### src/rtl/mem_arb_pkg.sv
// Shared constants and types for the mem_wb two-master arbiter.
package mem_arb_pkg;

  localparam int ADR_W       = 32;
  localparam int DAT_W       = 32;
  localparam int SEL_W       = 4;
  localparam int NUM_MASTERS = 2;
  localparam int MIDX_W      = 1;

  typedef enum logic {
    IDLE = 1'b0,
    BUSY = 1'b1
  } arb_state_e;

  function automatic logic [NUM_MASTERS-1:0] onehot(
    input logic [MIDX_W-1:0] idx
  );
    return NUM_MASTERS'(1) << idx;
  endfunction

endpackage

### src/rtl/mem_arb_watchdog.sv
// BUSY watchdog: counts ack-less BUSY cycles and flags the last one.
module mem_arb_watchdog #(
  parameter int TIMEOUT_CYCLES = 16
) (
  input  logic clk_i,
  input  logic rst_i,
  input  logic busy_i,
  input  logic ack_i,
  output logic timeout_o
);

  localparam int CNT_W = $clog2(TIMEOUT_CYCLES);

  logic [CNT_W-1:0] cnt_q, cnt_d;

  // Held at zero in IDLE so every BUSY entry starts from a clear count
  always_comb begin
    cnt_d = cnt_q;
    if (!busy_i) begin
      cnt_d = '0;
    end else if (!ack_i) begin
      cnt_d = cnt_q + CNT_W'(1);
    end
  end

  always_ff @(posedge clk_i or posedge rst_i) begin
    if (rst_i) begin
      cnt_q <= '0;
    end else begin
      cnt_q <= cnt_d;
    end
  end

  assign timeout_o = busy_i &&
    (cnt_q == CNT_W'(TIMEOUT_CYCLES - 1));

endmodule

### src/rtl/mem_wb_arbiter.sv
// Round-robin two-master Wishbone arbiter in front of mem_wb.
// Define ARB_TIMEOUT_EN to build the BUSY watchdog (err abort).
module mem_wb_arbiter
  import mem_arb_pkg::*;
#(
  parameter int TIMEOUT_CYCLES = 16,
  parameter int RESET_PRIO     = 0
) (
  input  logic             wb_clk_i,
  input  logic             wb_rst_i,
  input  logic [ADR_W-1:0] m0_adr_i,
  input  logic [DAT_W-1:0] m0_dat_i,
  input  logic [SEL_W-1:0] m0_sel_i,
  input  logic             m0_we_i,
  input  logic             m0_cyc_i,
  input  logic             m0_stb_i,
  output logic             m0_ack_o,
  output logic             m0_err_o,
  output logic [DAT_W-1:0] m0_dat_o,
  input  logic [ADR_W-1:0] m1_adr_i,
  input  logic [DAT_W-1:0] m1_dat_i,
  input  logic [SEL_W-1:0] m1_sel_i,
  input  logic             m1_we_i,
  input  logic             m1_cyc_i,
  input  logic             m1_stb_i,
  output logic             m1_ack_o,
  output logic             m1_err_o,
  output logic [DAT_W-1:0] m1_dat_o,
  output logic [ADR_W-1:0] s_adr_o,
  output logic [DAT_W-1:0] s_dat_o,
  output logic [SEL_W-1:0] s_sel_o,
  output logic             s_we_o,
  output logic             s_cyc_o,
  output logic             s_stb_o,
  input  logic             s_ack_i,
  input  logic [DAT_W-1:0] s_dat_i,
  output logic [NUM_MASTERS-1:0] gnt_o
);

  if (TIMEOUT_CYCLES < 4 || RESET_PRIO < 0 ||
      RESET_PRIO > 1) begin : g_bad_cfg
    $error("mem_wb_arbiter: bad TIMEOUT_CYCLES/RESET_PRIO");
  end

  arb_state_e        state_q, state_d;
  logic [MIDX_W-1:0] gidx_q, gidx_d;
  logic [MIDX_W-1:0] prio_q, prio_d;
  logic              req0, req1;
  logic              cyc_g, stb_g;
  logic              tmo;

  assign req0  = m0_cyc_i & m0_stb_i;
  assign req1  = m1_cyc_i & m1_stb_i;
  assign cyc_g = gidx_q ? m1_cyc_i : m0_cyc_i;
  assign stb_g = gidx_q ? m1_stb_i : m0_stb_i;

`ifdef ARB_TIMEOUT_EN
  mem_arb_watchdog #(
    .TIMEOUT_CYCLES(TIMEOUT_CYCLES)
  ) u_wdog (
    .clk_i    (wb_clk_i),
    .rst_i    (wb_rst_i),
    .busy_i   (state_q == BUSY),
    .ack_i    (s_ack_i),
    .timeout_o(tmo)
  );
`else
  assign tmo = 1'b0;
`endif

  always_comb begin
    state_d  = state_q;
    gidx_d   = gidx_q;
    prio_d   = prio_q;
    gnt_o    = '0;
    s_adr_o  = '0;
    s_dat_o  = '0;
    s_sel_o  = '0;
    s_we_o   = 1'b0;
    s_cyc_o  = 1'b0;
    s_stb_o  = 1'b0;
    m0_ack_o = 1'b0;
    m1_ack_o = 1'b0;
    m0_err_o = 1'b0;
    m1_err_o = 1'b0;
    m0_dat_o = '0;
    m1_dat_o = '0;
    unique case (state_q)
      IDLE: begin
        if (req0 | req1) begin
          state_d = BUSY;
          gidx_d  = (req0 & req1) ? prio_q : req1;
        end
      end
      BUSY: begin
        gnt_o    = onehot(gidx_q);
        s_adr_o  = gidx_q ? m1_adr_i : m0_adr_i;
        s_dat_o  = gidx_q ? m1_dat_i : m0_dat_i;
        s_sel_o  = gidx_q ? m1_sel_i : m0_sel_i;
        s_we_o   = gidx_q ? m1_we_i  : m0_we_i;
        s_cyc_o  = cyc_g & stb_g;
        s_stb_o  = cyc_g & stb_g;
        m0_ack_o = s_ack_i & gnt_o[0];
        m1_ack_o = s_ack_i & gnt_o[1];
        m0_dat_o = gnt_o[0] ? s_dat_i : '0;
        m1_dat_o = gnt_o[1] ? s_dat_i : '0;
        // Ack wins over abort and timeout in the same cycle
        if (s_ack_i) begin
          state_d = IDLE;
          prio_d  = ~gidx_q;
        end else if (!cyc_g) begin
          state_d = IDLE;
        end else if (tmo) begin
          state_d  = IDLE;
          prio_d   = ~gidx_q;
          m0_err_o = gnt_o[0];
          m1_err_o = gnt_o[1];
        end
      end
      default: begin
        state_d = IDLE;
      end
    endcase
  end

  always_ff @(posedge wb_clk_i or posedge wb_rst_i) begin
    if (wb_rst_i) begin
      state_q <= IDLE;
      gidx_q  <= '0;
      prio_q  <= MIDX_W'(RESET_PRIO);
    end else begin
      state_q <= state_d;
      gidx_q  <= gidx_d;
      prio_q  <= prio_d;
    end
  end

endmodule

### config.mk
export PLATFORM = sky130hd
export DESIGN_NAME = mem_wb_arbiter
export DESIGN_NICKNAME = d
export VERILOG_FILES = /design/src/rtl/mem_arb_pkg.sv /design/src/rtl/mem_arb_watchdog.sv /design/src/rtl/mem_wb_arbiter.sv
export SDC_FILE = /design/constraint.sdc
export NUM_CORES = 1
export LEC_CHECK = 0
export ABC_AREA = 1
export CORE_AREA = 10 10 116 118
export CTS_CLUSTER_DIAMETER = 150
export DETAILED_ROUTE_END_ITERATION = 7
export DIE_AREA = 0 0 126 128
export PLACE_DENSITY_LB_ADDON = 0.3
export SYNTH_ARGS = -nofsm -noshare
export SYNTH_HDL_FRONTEND = slang
export SYNTH_HIERARCHICAL = 1
export SYNTH_SLANG_ARGS = --single-unit
### constraint.sdc
create_clock -name wb_clk_i -period 2.2 [get_ports wb_clk_i]
set_input_delay 0.33 -clock wb_clk_i [delete_from_list [all_inputs] [get_ports wb_clk_i]]
set_output_delay 0.33 -clock wb_clk_i [all_outputs]
set_load 0.02 [all_outputs]
==> results of run 1 <==
==> power breakdown <==
group	leakage [nW]	switching [mW]	internal [mW]	total (mW)
clock	0.0382	0.0482	0.239	0.287
sequential	0.0352	0.0188	0.0721	0.0910
combinational	3.56	1.17	0.920	2.09
==> registers in the layout (all words and copies together), names as in the netlist <==
register / cells
prio_q: 1
gidx_q: 1
state_q: 1
==> routing by layer <==
layer | vias up | routed length, um | part of all wire [%]
met3 | 6 | 1490 | 12
li1 | 1639 | - | -
met5 | - | 0 | 0
met2 | 184 | 6760 | 53
met1 | 1406 | 4550 | 35
met4 | 0 | 53 | 0.41
==> through the flow <==
step | area, um^2 | worst slack, ns
floorplan | 1530 | 0.748
global placement | 4800 | 0.107
detailed placement | 4800 | 0.0948
CTS | 4790 | 0.0109
global route | 4950 | 0.000288
finish | 4950 | 0.0709
==> timing repair <==
| item | in CTS | in global routing |
|---|---|---|
| pin swaps | 0 | 0 |
| cloned | 0 | 0 |
| resized for setup | 68 | 63 |
| endpoints found under the setup margin | 67 | 63 |
==> synth_stat cells <==
master / n / share of area, %
nand2_1: 221 / 55
nor2_1: 66 / 16
inv_1: 38 / 9.4
buf_2: 14 / 4.6
buf_6: 7 / 5.2
nand3_1: 4 / 1.3
buf_4: 3 / 1.5
dfrtp_1: 3 / 4.9
inv_2: 2 / 0.49
nand2_2: 2 / 0.82
a21oi_1: 1 / 0.33
conb_1: 1 / 0.25
inv_4: 1 / 0.41
==> path summary, 6_finish.rpt <==
path                                    startpoint            endpoint  slack [ns]
max in group asynchronous                 wb_rst_i  prio_q$_DFFE_PP0P_        1.77
worst min register to register  prio_q$_DFFE_PP0P_  prio_q$_DFFE_PP0P_        0.52
worst min-delay path                      wb_rst_i  gidx_q$_DFFE_PP0P_        0.29
worst max-delay path             state_q$_DFF_PP0_        m1_dat_o[30]        0.07
worst max register to register   state_q$_DFF_PP0_  prio_q$_DFFE_PP0P_        1.26
min in group wb_clk_i           prio_q$_DFFE_PP0P_  prio_q$_DFFE_PP0P_        0.52
==> worst max-delay path: cells and delay by family (launching register included) <==
| family | cells | cell delay (ns) |
|---|---|---|
| buffers and inverters | 2 | 0.88 |
| DFF | 1 | 0.44 |
| and+or+nand+nor | 2 | 0.25 |
==> kinds of logic (layout without fill, tap and decap cells) <==
kind of cell    after synthesis  count (layout)  share of synthesized area (%)
simple gates                293             293                           72.9
buf+inv                      65             370                           21.5
flops                         3               3                           4.93
other cells                   1               2                          0.246
compound gates                1               1                          0.329
==> placed cells by master (no fill, tap or decap) <==
cell / instances
inv_2: 2
nand2_1: 221
conb_1: 2
nor2_1: 66
clkbuf_1: 1
dfrtp_1: 3
nand2_2: 2
dlygate4sd2_1: 67
buf_12: 3
nand3_1: 4
a21oi_1: 1
clkdlybuf4s50_1: 184
dlymetal6s2s_1: 63
clkbuf_16: 3
inv_6: 1
inv_1: 38
buf_4: 8
==> layout make-up <==
cell class                 count  area share (%)
timing repair buffer         325            67.4
multi-input combinational    296            22.7
tap                          143            3.61
inverter                      41            3.21
clock buffer                   4            1.59
sequential                     3            1.52
==> flow_summary.toml, run 1 <==
[clocking]
tritoncts = "built"
path_clk_slew_ns = 0.03
cts_hold_buf = 0
postCtsSetupBuffers = 0
cts_buffer_depth = 2
worstSkewPairLatency_ns = 0.22
clockRootBuffer = "clkbuf_16"
cts.sinks = 3
cts_buffers = 3
h-tree-depth = 1

[layout]
final_core_utilization_pct = 44.1
num_antenna_cells = 0
syn_to_final_growth_pct = 225
fin_cells = 812
fill_cells = 1187
drive_gt1_share_pct = 2.84
regArea_um2 = 75.1
num-nets-final = 847
multi_input_area_mm2 = 0.00112

[global_routing]
grt_max_degree = 33
grt_busiest_layer = "met2"
grt_pass1_vias = 3129
use_met2_pct = 26.2
grt_antenna_before_repair = 0
grt_util_met3_pct = 6.00
grt_pass1_wl_um = 18400
grt_use_met1_pct = 14.5
grt_overflow = 0
grt_usage_pct = 13.9

[route]
antenna_left = 0
drtIter0Drc = 115
viasPerCell = 3.98
drt-pass1-iter-count = 4
postRouteWirelength_um = 12900
drc = 0
via_count = 3235
post_drt_wl_per_cell_um = 15.8

[timing]
setup_tns_ns = 0
setup_viol = 0
fmax_mhz = 470
slew_violations = 0
worst_clock_skew_ns = 0.000241
holdWs_ns = 0.286
min_period_ns = 2.13
period_share_pct = 96.8
rsz0062_at_grt = "false"
hold_violations = 0

[placement]
place.gp.congestion = 0.855
place_hpwl_um = 11200
dp.cells = 808
place.port_buffers = 315

[synth]
synthDistinctLibCells = 13
syn_avg_cell_area_um2 = 4.19
synth_area_mm2 = 0.00152
ys_seq_area_share_pct = 4.93
ys_warn_count = 6
ys_ff_latch = 3
synth_cells = 363

[die]
core_mm2 = 0.0112
io_pins = 318
die_w_um = 126
rows = 39
die_area_mm2 = 0.0161
die_y_um = 128
start_util_pct = 13.6

[setup_path]
critical-path-slowest-cell = "clkdlybuf4s50_1"
endpoint_kind = "output pin"
cp.arrival_ns = 1.80
path_cells = "nand2_2 > buf_4 > nor2_1 > clkdlybuf4s50_1"
reg2reg_depth = 3
cp_data_required_time_ns = 1.87
crit_type = "reg -> out"
critPathMaxStageDelay_ns = 0.62
start_kind = "register"
path_max_fanout = 32

[flow_run]
drv_cap = 0

[power_and_ir_drop]
power_leakage_nw = 3.64
power_mw = 2.47
vdd_drop_max_mv = 0.326
powerDensity_mw_per_mm2 = 499

[status]
outcome = "completed"

[worst_hold_path]
hp-class = "in -> async"
Power figures use the tool's default switching activity.
==> run 2: changes to the inputs <==
--- a/config.mk
+++ b/config.mk
@@ -7,6 +7,7 @@
 export LEC_CHECK = 0
 export ABC_AREA = 1
 export CORE_AREA = 10 10 116 118
+export CTS_BUF_LIST = sky130_fd_sc_hd__clkbuf_4
 export CTS_CLUSTER_DIAMETER = 150
 export DETAILED_ROUTE_END_ITERATION = 7
 export DIE_AREA = 0 0 126 128
==> flow_summary.toml, run 2 (same netlist as run 1, synthesis figures left out) <==
[status]
outcome = "completed"

[power_and_ir_drop]
power_frac_comb_pct = 91.4
powerDensity_mw_per_mm2 = 466
p_seq_share_pct = 3.9
power_leakage_nw = 3.65
p_sw_share_pct = 53.1
clockPowerShare_pct = 4.7
vdd_drop_max_mv = 0.270
power_switching_mw = 1.21
p_int_mw = 1.07

[die]
die_w_um = 126
die_y_um = 128
start_util_pct = 13.6
rows = 39
core_mm2 = 0.0112
die_area_mm2 = 0.0161
io_pins = 318

[setup_path]
endpoint_kind = "output pin"
path_cells = "clkdlybuf4s50_1 > nand3_1 > nand2_1 > nand2_1 > inv_1 > clkdlybuf4s50_1"
crit_type = "in -> out"
critPathMaxStageDelay_ns = 0.61
r2r_slack_ns = 1.31
path_max_fanout = 3
reg2reg_depth = 5
timing.rr.end = "state_q$_DFF_PP0_"
cp.arrival_ns = 1.79
rr_startpoint = "gidx_q$_DFFE_PP0P_"
critical-path-slowest-cell = "clkdlybuf4s50_1"
start_kind = "primary input"
crit_family = "buffers and inverters"
cp_data_required_time_ns = 1.87
crit_buf_inv = 3

[timing]
holdWs_ns = 0.272
setup_tns_ns = 0
hold_violations = 0
fmax_mhz = 472
slew_violations = 0
rsz0062_at_grt = "false"
min_period_ns = 2.12
fin_ws_ns = 0.0792
setup_viol = 0
period_share_pct = 96.4
worst_clock_skew_ns = 0.00575

[clocking]
clockRootBuffer = "clkbuf_4"
path_clk_slew_ns = 0.04
cts_hold_buf = 0
worstSkewPairLatency_ns = 0.23
h-tree-depth = 1
cts_buffers = 3
cts_buffer_depth = 2
cts.sinks = 3
postCtsSetupBuffers = 0
tritoncts = "built"

[placement]
place_hpwl_um = 11200
placed_area_mm2 = 0.00480
place.port_buffers = 315
post-place-ws_ns = 0.0948
place.gp.congestion = 0.855
dp.cells = 808

[layout]
fill_cells = 1187
final_common_cell = "nand2_1"
syn_to_final_growth_pct = 223
final_area_mm2 = 0.00491
num_antenna_cells = 0
reg_top3 = "gidx_q x1, prio_q x1, state_q x1"
fin_cells = 812
drive_gt1_share_pct = 2.99
layout_common_cells = "nand2_1, clkdlybuf4s50_1, dlygate4sd2_1"
num-nets-final = 847

[global_routing]
grt_antenna_before_repair = 0
grt_pass1_vias = 3107
grt_overflow = 0
grt_pass1_wl_um = 18400
grt_max_degree = 33
grt_usage_pct = 13.8

[route]
antenna_left = 0
drc = 0
postRouteWirelength_um = 12800
viasPerCell = 3.97
post_drt_wl_per_cell_um = 15.8
drtIter0Drc = 115
drt-pass1-iter-count = 4
via_count = 3227

[flow_run]
drv_cap = 0

[worst_hold_path]
hp-class = "in -> async"
## run 2: cell types whose count changed in the layout (fill, tap and decap cells not counted)
cell	change
dlymetal6s2s_1	+2
clkdlybuf4s50_1	-2
clkbuf_16	-3
clkbuf_1	-1
clkbuf_4	+4
## run 2: repair_timing
action	in CTS	in global routing
setup endpoints to repair	67	65
cloned	0	0
resized for setup	68	65
## run 2: power by group through the flow
stage	logic, mW	registers (mW)	clock network (mW)
finish	2.09	0.0899	0.107
global placement	2.31	0.0889	0
global route	2.25	0.0933	0.119
detailed placement	2.33	0.0908	0
CTS	2.15	0.0902	0.110
floorplan	1.08	0.0822	0
## run 2: metrics by stage
step / total power, mW / utilization, %
after CTS: 2.35 / 42.3
after floorplan: 1.16 / -
after detailed placement: 2.42 / 42.7
after global routing: 2.46 / 43.7
after global placement: 2.40 / 42.7
final: 2.28 / 43.7
## run 2: worst max-delay path by stage
| stage | from | cells after the start | slack (ns) | end |
|---|---|---|---|---|
| floorplan | gidx_q$_DFFE_PP0P_ | 6 | 0.75 | s_dat_o[25] |
| global placement | state_q$_DFF_PP0_ | 6 | 0.11 | s_adr_o[13] |
| detailed placement | m0_cyc_i | 6 | 0.09 | s_cyc_o |
| CTS | gidx_q$_DFFE_PP0P_ | 5 | 0.003 | gnt_o[0] |
| global route | gidx_q$_DFFE_PP0P_ | 7 | 0.01 | s_dat_o[28] |
| finish | m0_cyc_i | 6 | 0.08 | s_cyc_o |
## run 2: final cells by class
| cell class | count | area, um^2 | share of cell area [%] |
|---|---|---|---|
| Inverter | 41 | 159 | 3.24 |
| Timing Repair Buffer | 325 | 3340 | 68.1 |
| Sequential cell | 3 | 75.1 | 1.53 |
| Clock buffer | 4 | 30.0 | 0.612 |
| Tap cell | 143 | 179 | 3.65 |
| Multi-Input combinational cell | 296 | 1120 | 22.9 |
## run 2: metal layers
| layer | GRT usage [%] | part of all wire, % |
|---|---|---|
| met5 | 0 | 0 |
| met3 | 5.87 | 11 |
| met1 | 14.5 | 36 |
| met2 | 26.1 | 53 |
| met4 | 0.603 | 0.21 |
==> run 3: changes to the inputs <==
--- a/config.mk
+++ b/config.mk
@@ -12,7 +12,7 @@
 export DETAILED_ROUTE_END_ITERATION = 7
 export DIE_AREA = 0 0 126 128
 export PLACE_DENSITY_LB_ADDON = 0.3
+export SLEW_MARGIN = 20
 export SYNTH_ARGS = -nofsm -noshare
 export SYNTH_HDL_FRONTEND = slang
-export SYNTH_HIERARCHICAL = 1
 export SYNTH_SLANG_ARGS = --single-unit
==> results of run 3 <==
Final layout, timing and power as in run 2 (identical DEF).
Among the figures that moved: Yosys warning count 6 -> 0
